**src/rtl/fifo_ctrlread_param_if.sv**
```systemverilog
// Write/read port bundle for fifo_ctrlread_param; master is the user side, slave is the FIFO.
interface fifo_ctrlread_param_if #(
  parameter int DATA_WIDTH = 64,
  parameter int DEPTH      = 17
);
  localparam int CNT_WIDTH = $clog2(DEPTH + 1);

  logic [DATA_WIDTH-1:0] din;
  logic                  wr_en;
  logic                  rd_en;
  logic [DATA_WIDTH-1:0] dout;
  logic                  valid;
  logic                  full;
  logic                  empty;
  logic                  prog_full;
  logic                  prog_empty;
  logic [CNT_WIDTH-1:0]  data_count;
  logic                  overflow;
  logic                  underflow;

  modport master (
    output din, wr_en, rd_en,
    input  dout, valid, full, empty, prog_full, prog_empty, data_count, overflow, underflow
  );

  modport slave (
    input  din, wr_en, rd_en,
    output dout, valid, full, empty, prog_full, prog_empty, data_count, overflow, underflow
  );
endinterface

```
**src/rtl/fifo_ctrlread_param.sv**
```systemverilog
// Synchronous FIFO with any depth 2..4096, programmable flags and overflow/underflow pulses.
// Define FIFO_CTRLREAD_FWFT_EN for first-word-fall-through output; default is registered read data.
module fifo_ctrlread_param #(
  parameter int DATA_WIDTH        = 64,
  parameter int DEPTH             = 17,
  parameter int PROG_FULL_THRESH  = DEPTH - 2,
  parameter int PROG_EMPTY_THRESH = 2
) (
  input  logic                 clk,
  input  logic                 srst,
  fifo_ctrlread_param_if.slave bus
);
  localparam int CNT_WIDTH = $clog2(DEPTH + 1);
  localparam int PTR_WIDTH = $clog2(DEPTH);

  logic [DATA_WIDTH-1:0] mem [DEPTH];
  logic [PTR_WIDTH-1:0]  wr_ptr;
  logic [PTR_WIDTH-1:0]  rd_ptr;
  logic [CNT_WIDTH-1:0]  count;
  logic                  full_w;
  logic                  empty_w;
  logic                  wr_ok;
  logic                  rd_ok;
  logic                  overflow_r;
  logic                  underflow_r;

  // Handshake: a write is taken on a clock edge when wr_en=1 and full=0, a read when
  // rd_en=1 and empty=0; both flags come from the count as it stood before that edge,
  // so a simultaneous read never makes room for a write into a full FIFO (and vice versa).
  assign full_w  = (count == CNT_WIDTH'(DEPTH));
  assign empty_w = (count == '0);
  assign wr_ok   = bus.wr_en & ~full_w & ~srst;
  assign rd_ok   = bus.rd_en & ~empty_w & ~srst;

  assign bus.full       = full_w;
  assign bus.empty      = empty_w;
  assign bus.prog_full  = (int'(count) >= PROG_FULL_THRESH);
  assign bus.prog_empty = (int'(count) <= PROG_EMPTY_THRESH);
  assign bus.data_count = count;
  assign bus.overflow   = overflow_r;
  assign bus.underflow  = underflow_r;

  // Depth need not be a power of two, so wrap explicitly.
  function automatic logic [PTR_WIDTH-1:0] ptr_inc(input logic [PTR_WIDTH-1:0] p);
    return (p == PTR_WIDTH'(DEPTH - 1)) ? '0 : p + 1'b1;
  endfunction

  always_ff @(posedge clk) begin
    if (wr_ok) mem[wr_ptr] <= bus.din;
  end

  always_ff @(posedge clk) begin
    if (srst) begin
      wr_ptr      <= '0;
      rd_ptr      <= '0;
      count       <= '0;
      overflow_r  <= 1'b0;
      underflow_r <= 1'b0;
    end else begin
      overflow_r  <= bus.wr_en & full_w;
      underflow_r <= bus.rd_en & empty_w;
      if (wr_ok) wr_ptr <= ptr_inc(wr_ptr);
      if (rd_ok) rd_ptr <= ptr_inc(rd_ptr);
      case ({wr_ok, rd_ok})
        2'b10:   count <= count + 1'b1;
        2'b01:   count <= count - 1'b1;
        default: count <= count;
      endcase
    end
  end

`ifdef FIFO_CTRLREAD_FWFT_EN
  // Head entry is visible combinationally; forced to zero while empty so reset shows dout=0.
  assign bus.dout  = empty_w ? '0 : mem[rd_ptr];
  assign bus.valid = ~empty_w;
`else
  logic [DATA_WIDTH-1:0] dout_r;
  logic                  valid_r;

  always_ff @(posedge clk) begin
    if (srst) begin
      dout_r  <= '0;
      valid_r <= 1'b0;
    end else begin
      valid_r <= rd_ok;
      if (rd_ok) dout_r <= mem[rd_ptr];
    end
  end

  assign bus.dout  = dout_r;
  assign bus.valid = valid_r;
`endif
endmodule

```
**src/flat_wrapper.sv**
```systemverilog
// flat-port wrapper written by rule: the top's interface ports become plain ports
module fifo_ctrlread_param_flat 
#(
  parameter int DATA_WIDTH        = 64,
  parameter int DEPTH             = 17,
  parameter int PROG_FULL_THRESH  = DEPTH - 2,
  parameter int PROG_EMPTY_THRESH = 2
)
  (clk, srst, bus_din, bus_wr_en, bus_rd_en, bus_dout, bus_valid, bus_full, bus_empty, bus_prog_full, bus_prog_empty, bus_data_count, bus_overflow, bus_underflow);
  fifo_ctrlread_param_if #(.DATA_WIDTH(DATA_WIDTH), .DEPTH(DEPTH)) bus_i ();
  input  logic clk;
  input  logic srst;
  input wire logic [$bits(bus_i.din)-1:0] bus_din;
  input wire logic [$bits(bus_i.wr_en)-1:0] bus_wr_en;
  input wire logic [$bits(bus_i.rd_en)-1:0] bus_rd_en;
  output wire logic [$bits(bus_i.dout)-1:0] bus_dout;
  output wire logic [$bits(bus_i.valid)-1:0] bus_valid;
  output wire logic [$bits(bus_i.full)-1:0] bus_full;
  output wire logic [$bits(bus_i.empty)-1:0] bus_empty;
  output wire logic [$bits(bus_i.prog_full)-1:0] bus_prog_full;
  output wire logic [$bits(bus_i.prog_empty)-1:0] bus_prog_empty;
  output wire logic [$bits(bus_i.data_count)-1:0] bus_data_count;
  output wire logic [$bits(bus_i.overflow)-1:0] bus_overflow;
  output wire logic [$bits(bus_i.underflow)-1:0] bus_underflow;
  assign bus_i.din = bus_din;
  assign bus_i.wr_en = bus_wr_en;
  assign bus_i.rd_en = bus_rd_en;
  assign bus_dout = bus_i.dout;
  assign bus_valid = bus_i.valid;
  assign bus_full = bus_i.full;
  assign bus_empty = bus_i.empty;
  assign bus_prog_full = bus_i.prog_full;
  assign bus_prog_empty = bus_i.prog_empty;
  assign bus_data_count = bus_i.data_count;
  assign bus_overflow = bus_i.overflow;
  assign bus_underflow = bus_i.underflow;
  fifo_ctrlread_param #(.DATA_WIDTH(DATA_WIDTH), .DEPTH(DEPTH), .PROG_FULL_THRESH(PROG_FULL_THRESH), .PROG_EMPTY_THRESH(PROG_EMPTY_THRESH)) u_core (.clk(clk), .srst(srst), .bus(bus_i));
endmodule
```
**config.mk**
```make
export PLATFORM = sky130hd
export DESIGN_NAME = fifo_ctrlread_param_flat
export DESIGN_NICKNAME = d
export VERILOG_FILES = /design/src/rtl/fifo_ctrlread_param_if.sv /design/src/rtl/fifo_ctrlread_param.sv /design/src/flat_wrapper.sv
export SDC_FILE = /design/constraint.sdc
export NUM_CORES = 1
export LEC_CHECK = 0
export BUFFER_PORTS_ARGS = -buffer_cell sky130_fd_sc_hd__buf_2
export CORE_ASPECT_RATIO = 1.75
export CORE_MARGIN = 5
export CORE_UTILIZATION = 40
export CTS_CLUSTER_SIZE = 30
export DETAILED_ROUTE_END_ITERATION = 12
export PLACE_DENSITY = 0.51
export SYNTH_ARGS = -nofsm -noshare
export SYNTH_HDL_FRONTEND = slang
export SYNTH_SLANG_ARGS = --single-unit
```
**constraint.sdc**
```tcl
create_clock -name clk -period 7.47 [get_ports clk]
set_input_delay 0.747 -clock clk [delete_from_list [all_inputs] [get_ports clk]]
set_output_delay 0.747 -clock clk [all_outputs]
set_load 0.01 [all_outputs]
```
==> results of run 1 <==
==> report_power, final <==
group          total, mW  internal, mW  switching, mW
sequential          7.32          7.25         0.0727
combinational      0.738         0.280          0.458
clock               5.91          3.50           2.41
==> kinds of logic after synthesis <==
family / count (synthesis) / share of synthesized area, %
AO/OA/AOI/OAI: 343 / 5.09
multiplexers: 452 / 13.9
buffers and inverters: 140 / 1.37
adder cells (fa/ha/maj): 11 / 0.326
flip-flops: 1170 / 77.1
XOR/XNOR: 10 / 0.197
AND/OR/NAND/NOR: 200 / 1.99
==> cell type report <==
cell class	instances	area [um^2]	area share [%]
tap	1476	1850	3.63
inverter	10	46.3	0.0910
clock inverter	51	711	1.40
clock buffer	152	3150	6.19
multi-input combinational	1016	9740	19.1
sequential	1170	34300	67.4
timing repair buffer	186	1080	2.11
antenna	2	5.00	0.00983
==> how the worst max path moves through the flow <==
stage	start	endpoint	slack, ps	depth (start not counted)
6_report	u_core.bus.data_count[1]	u_core.mem[16][40]	3640	5
5_1_grt	u_core.bus.data_count[1]	u_core.mem[16][39]	3360	5
4_1_cts	u_core.bus.data_count[1]	u_core.mem[16][40]	3440	5
3_5_place_dp	srst	u_core.mem[16][40]	3050	6
3_3_place_gp	srst	u_core.mem[16][34]	3050	6
2_1_floorplan	srst	u_core.mem[16][0]	2620	5
==> synth_stat cells, drive strengths merged (2+ instances only) <==
| cell | n | area [um^2] |
|---|---|---|
| o211ai | 3 | 22.5 |
| a41o | 2 | 20.0 |
| mux2i | 259 | 2590 |
| ha | 10 | 125 |
| or2 | 3 | 18.8 |
| clkbuf | 82 | 308 |
| nor2b | 30 | 188 |
| or3b | 2 | 17.5 |
| a2111oi | 66 | 761 |
| dfxtp | 82 | 1640 |
| xor2 | 4 | 35.0 |
| nor3 | 2 | 10.0 |
| inv | 10 | 37.5 |
| a211oi | 3 | 22.5 |
| xnor2 | 6 | 52.6 |
| o31ai | 2 | 15.0 |
| o22ai | 64 | 400 |
| nor2 | 75 | 282 |
| edfxtp | 1088 | 32700 |
| buf | 48 | 267 |
| o21ai | 194 | 971 |
| mux4 | 128 | 2880 |
| nand3 | 4 | 20.0 |
| nand2 | 73 | 274 |
| a21oi | 5 | 25.0 |
| mux2 | 65 | 732 |
| nand3b | 3 | 22.5 |
| or3 | 2 | 12.5 |
| a21o | 2 | 15.0 |
==> critical path: cells and delay by family, from the launching register on <==
| kind | cells | cell delay [ps] |
|---|---|---|
| and+or+nand+nor | 3 | 1560 |
| AOI/OAI and AO/OA | 1 | 590 |
| buffers and inverters | 1 | 760 |
| DFF | 1 | 470 |
==> sequential cells by signal, indices dropped and copies added, names as in the netlist <==
signal                 flops
u_core.mem              1088
u_core.bus.dout           64
u_core.bus.data_count      5
u_core.rd_ptr              5
u_core.wr_ptr              5
u_core.bus.overflow        1
u_core.bus.underflow       1
u_core.bus.valid           1
==> metrics by stage <==
step | std cells | hold WS, ps | instance area [um^2]
global placement | 3858 | 443 | 47000
floorplan | 2326 | 474 | 44500
finish | 4063 | 364 | 50900
detailed placement | 3858 | 442 | 47000
CTS | 4061 | 304 | 50900
global route | 4062 | 363 | 50900
==> per-layer routing <==
layer | routed length [um] | track usage (%) | part of all wire, %
met1 | 42400 | 21.7 | 38
met2 | 62100 | 35.5 | 56
met3 | 4080 | 2.63 | 3.7
met4 | 2410 | 5.15 | 2.2
met5 | 40 | 0 | 0.036
==> results.tsv, run 1 <==
metric	value	unit
outcome	completed	
GRT Util Overall	18.6	%
clock skew	21.2	ps
root buf cell	clkbuf_16	
synthesized area per cell	19.1	um^2
Rows	162	
initial core utilization	40.1	%
Buffers on Ports	143	
Ports	144	
pwr dens	274	nW/um^2
nets@finish	2570	
DR DRC count	0	
worst flop-to-flop path endpoint	u_core.mem[16][40]	
final setup fails	0	
via count	22000	
first-pass GRT wire length	162000	um
Syn Nets	2405	
most frequent cells in the layout	edfxtp_1, mux2i_1, buf_2	
detailed placement HPWL	62500	um
critical path startpoint category	register	
total CTS buffers	107	
EDFF count, synth	1088	
Final Cycle Share	51.3	%
Yosys reg bits	1170	
core area	111000	um^2
Synth cell types	44	
Worst EP arrival	4150	ps
# hold bufs at CTS	0	
crit path max fanout	42	
post-CTS setup buffer count	0	
Ys Warns	0	
Fillers	9584	
worst reg-to-reg setup slack	3640	ps
HP Class	in2reg	
Fin Setup TNS	0	ps
grt total ovfl	0	
slowest cell on the critical path	nor2_4	
clk_lat worst skew	710	ps
nature of the critical path endpoint	register	
vias per cell	5.41	
Power Total	14.0	mW
ys flop type	edfxtp_1	
area grow syn2layout	14.3	%
cell-by-cell trace of the critical path	nor3_1 -> a31oi_1 -> nand2_1 -> nor2_4 -> buf_4	
HP Start	bus_wr_en	
worst slew pin tran	1220	ps
unrepaired setup endpoints after global routing	false	
Post-Syn Area	44500	um^2
share of cells above drive strength 1	23.8	%
Req. time, crit path	7790	ps
most common cell after layout, fill and taps aside	edfxtp_1	
Worst slew margin	18.5	%
Die ar.	118000	um^2
Final Critical Period	3830	ps
initial DRC count	1436	
Placer Congestion	0.756	
Clock transition at path regs	60	ps
vias in the first global route	23700	
post-cts sizing count	0	
final wirelength	111000	um
htree depth	3	
worst-case clock buffer depth	3	
pin count of the biggest net entering global routing	83	
Clock Sinks	1170	
leakage	15.7	nW
DP Worst Slack	3050	ps
final core utilization	45.8	%
CTS tree	done	
initial antenna violation count	8	
Syn Inst Count	2326	
Die Y	451	um
1st-pass router iterations	6	
Setup WS post-layout	3640	ps
async set-reset flop share out of synthesis	0	%
Max Slew Vio Count	0	
hold depth	3	
maxcap violations	0	
worst r2r src	u_core.bus.data_count[1]	
WL/cell	27.3	um
Worst Reg2Reg Path Length in Cells	5	
post-synthesis sequential area ratio	77.1	%
ANT nets after route	0	
Worst path max stage delay	880	ps
WS Path Type	reg2reg	
hold path endpoint	u_core.bus.overflow	
Die Wd	262	um
peak supply drop	0.196	mV
FMAX	261	MHz
final hold vios	0	
Power figures use the tool's default switching activity.
==> run 2, diff against run 1 <==
==> constraint.sdc (replaced) <==
create_clock -name clk -period 3.7 [get_ports clk]
set_input_delay 0.37 -clock clk [delete_from_list [all_inputs] [get_ports clk]]
set_output_delay 0.37 -clock clk [all_outputs]
set_load 0.01 [all_outputs]
==> results.tsv, run 2 (synthesis gave the netlist of run 1 again) <==
metric	value	unit
outcome	completed	
unrepaired setup endpoints after global routing	false	
htree depth	3	
first-pass GRT wire length	167000	um
Setup WS post-layout	666	ps
nature of the critical path endpoint	register	
most common cell after layout, fill and taps aside	edfxtp_1	
final hold vios	0	
Die Y	451	um
GRT Util Overall	19.4	%
vias per cell	5.44	
Max Slew Vio Count	0	
root buf cell	clkbuf_16	
WS Path Type	reg2reg	
pin count of the biggest net entering global routing	86	
max reg flops	1088	
Worst Reg2Reg Path Length in Cells	11	
total CTS buffers	105	
initial DRC count	1763	
ANT nets after route	0	
most frequent cells in the layout	edfxtp_1, mux2i_1, buf_2	
DR DRC count	0	
grt total ovfl	0	
final setup fails	0	
Net Sw Frac	21.7	%
DP Worst Slack	739	ps
Ports	144	
pwr dens	530	nW/um^2
Worst slew margin	30.7	%
clock skew	21.9	ps
CTS tree	done	
Final Cycle Share	82.0	%
vias in the first global route	23900	
final wirelength	115000	um
clk_lat worst skew	710	ps
leakage	15.9	nW
via count	22500	
Sequential Power Share	54.1	%
Buffers on Ports	143	
Final Critical Period	3030	ps
peak supply drop	0.332	mV
WL/cell	27.8	um
crit path max fanout	8	
FMAX	330	MHz
placed cell areas	47900	um^2
initial antenna violation count	15	
Die Wd	262	um
hold depth	1	
share of cells above drive strength 1	24.0	%
Int Power	21.4	mW
area grow syn2layout	15.9	%
1st-pass router iterations	5	
critical path startpoint category	register	
detailed placement HPWL	65200	um
Die ar.	118000	um^2
most flop-heavy register	u_core.mem	
Clock transition at path regs	70	ps
worst-case clock buffer depth	3	
post-CTS setup buffer count	0	
worst slew pin tran	1030	ps
Req. time, crit path	4280	ps
initial core utilization	40.1	%
design area	51600	um^2
nets@finish	2637	
Comb pwr share	5.7	%
HP Class	in2reg	
Placer Congestion	0.777	
Power Total	27.3	mW
clock power share	40.2	%
core area	111000	um^2
Switch Pwr	5.92	mW
Rows	162	
Clock Sinks	1170	
maxcap violations	0	
Worst EP arrival	3610	ps
run 2: changes by cell type in the layout (fill, tap and decap cells not counted), moves of 2 or more:
cell and delta:
clkbuf_16 -2, clkinv_1 +7, clkbuf_8 -14, buf_4 +9
bufinv_16 -8, diode_2 +6, clkbuf_1 +17, clkinv_2 -11
dlygate4sd3_1 +22, clkinvlp_4 +3, buf_12 +38, clkinv_8 -2
clkinv_4 +5
run 2: what timing repair did:
item | in CTS | in global routing
resized for setup | 0 | 0
endpoints found under the hold margin | 213 | 0
hold buffers | 22 | 0
run 2: layout make-up:
cell class	count	area [um^2]
diodes	8	20.0
clock buffers	153	2970
clock inverters	47	500
fillers	9532	59500
inverters	10	47.5
multi-input cells	1016	9740
flip-flops and latches	1170	34300
well taps	1476	1850
repair buffers	255	2120
run 2: routing by layer:
| layer | track usage [%] | up-vias | share of wire [%] |
|---|---|---|---|
| li1 | - | 9860 | - |
| met1 | 23.4 | 11900 | 39 |
| met2 | 35.5 | 542 | 54 |
| met3 | 2.81 | 189 | 4.1 |
| met4 | 6.37 | 10 | 3.0 |
| met5 | 0 | - | 0.063 |
run 2: path summary, 6_finish.rpt:
check / startpoint / end / slack (ps)
setup reg to reg: u_core.bus.data_count[1] / u_core.bus.data_count[4] / 670
setup / recovery: u_core.bus.data_count[1] / u_core.bus.data_count[4] / 670
hold / removal: bus_din[25] / u_core.mem[16][25] / 50
hold reg to reg: u_core.bus.dout[24] / u_core.bus.dout[24] / 450
run 2: power groups by stage:
| stage | logic (mW) | clock network, mW | registers [mW] |
|---|---|---|---|
| after detailed placement | 1.58 | 0 | 15.1 |
| final | 1.56 | 11.0 | 14.8 |
| after floorplan | 0.804 | 0 | 15.1 |
| after CTS | 1.60 | 11.3 | 14.8 |
| after global placement | 1.55 | 0 | 15.1 |
| after global routing | 1.69 | 11.8 | 14.8 |
run 2: critical path: stages (launching register included):
cell and delay (ps):
dfxtp_1 500, nor3_1 120, buf_4 180, a31oi_1 190
buf_4 180, inv_1 50, ha_1 260, fa_1 440
a21o_1 200, a21oi_1 190, mux2i_1 230, mux2_2 360
run 2: metrics by stage:
step | setup TNS, ps | hold WS, ps | util [%] | cells
CTS | 0 | 0.431 | 46.4 | 4127
detailed placement | 0 | 446 | 43.1 | 3905
floorplan | -652850 | 469 | - | 2326
finish | 0 | 53.5 | 46.4 | 4135
global route | 0 | 34.1 | 46.4 | 4130
global placement | 0 | 433 | 43.1 | 3905
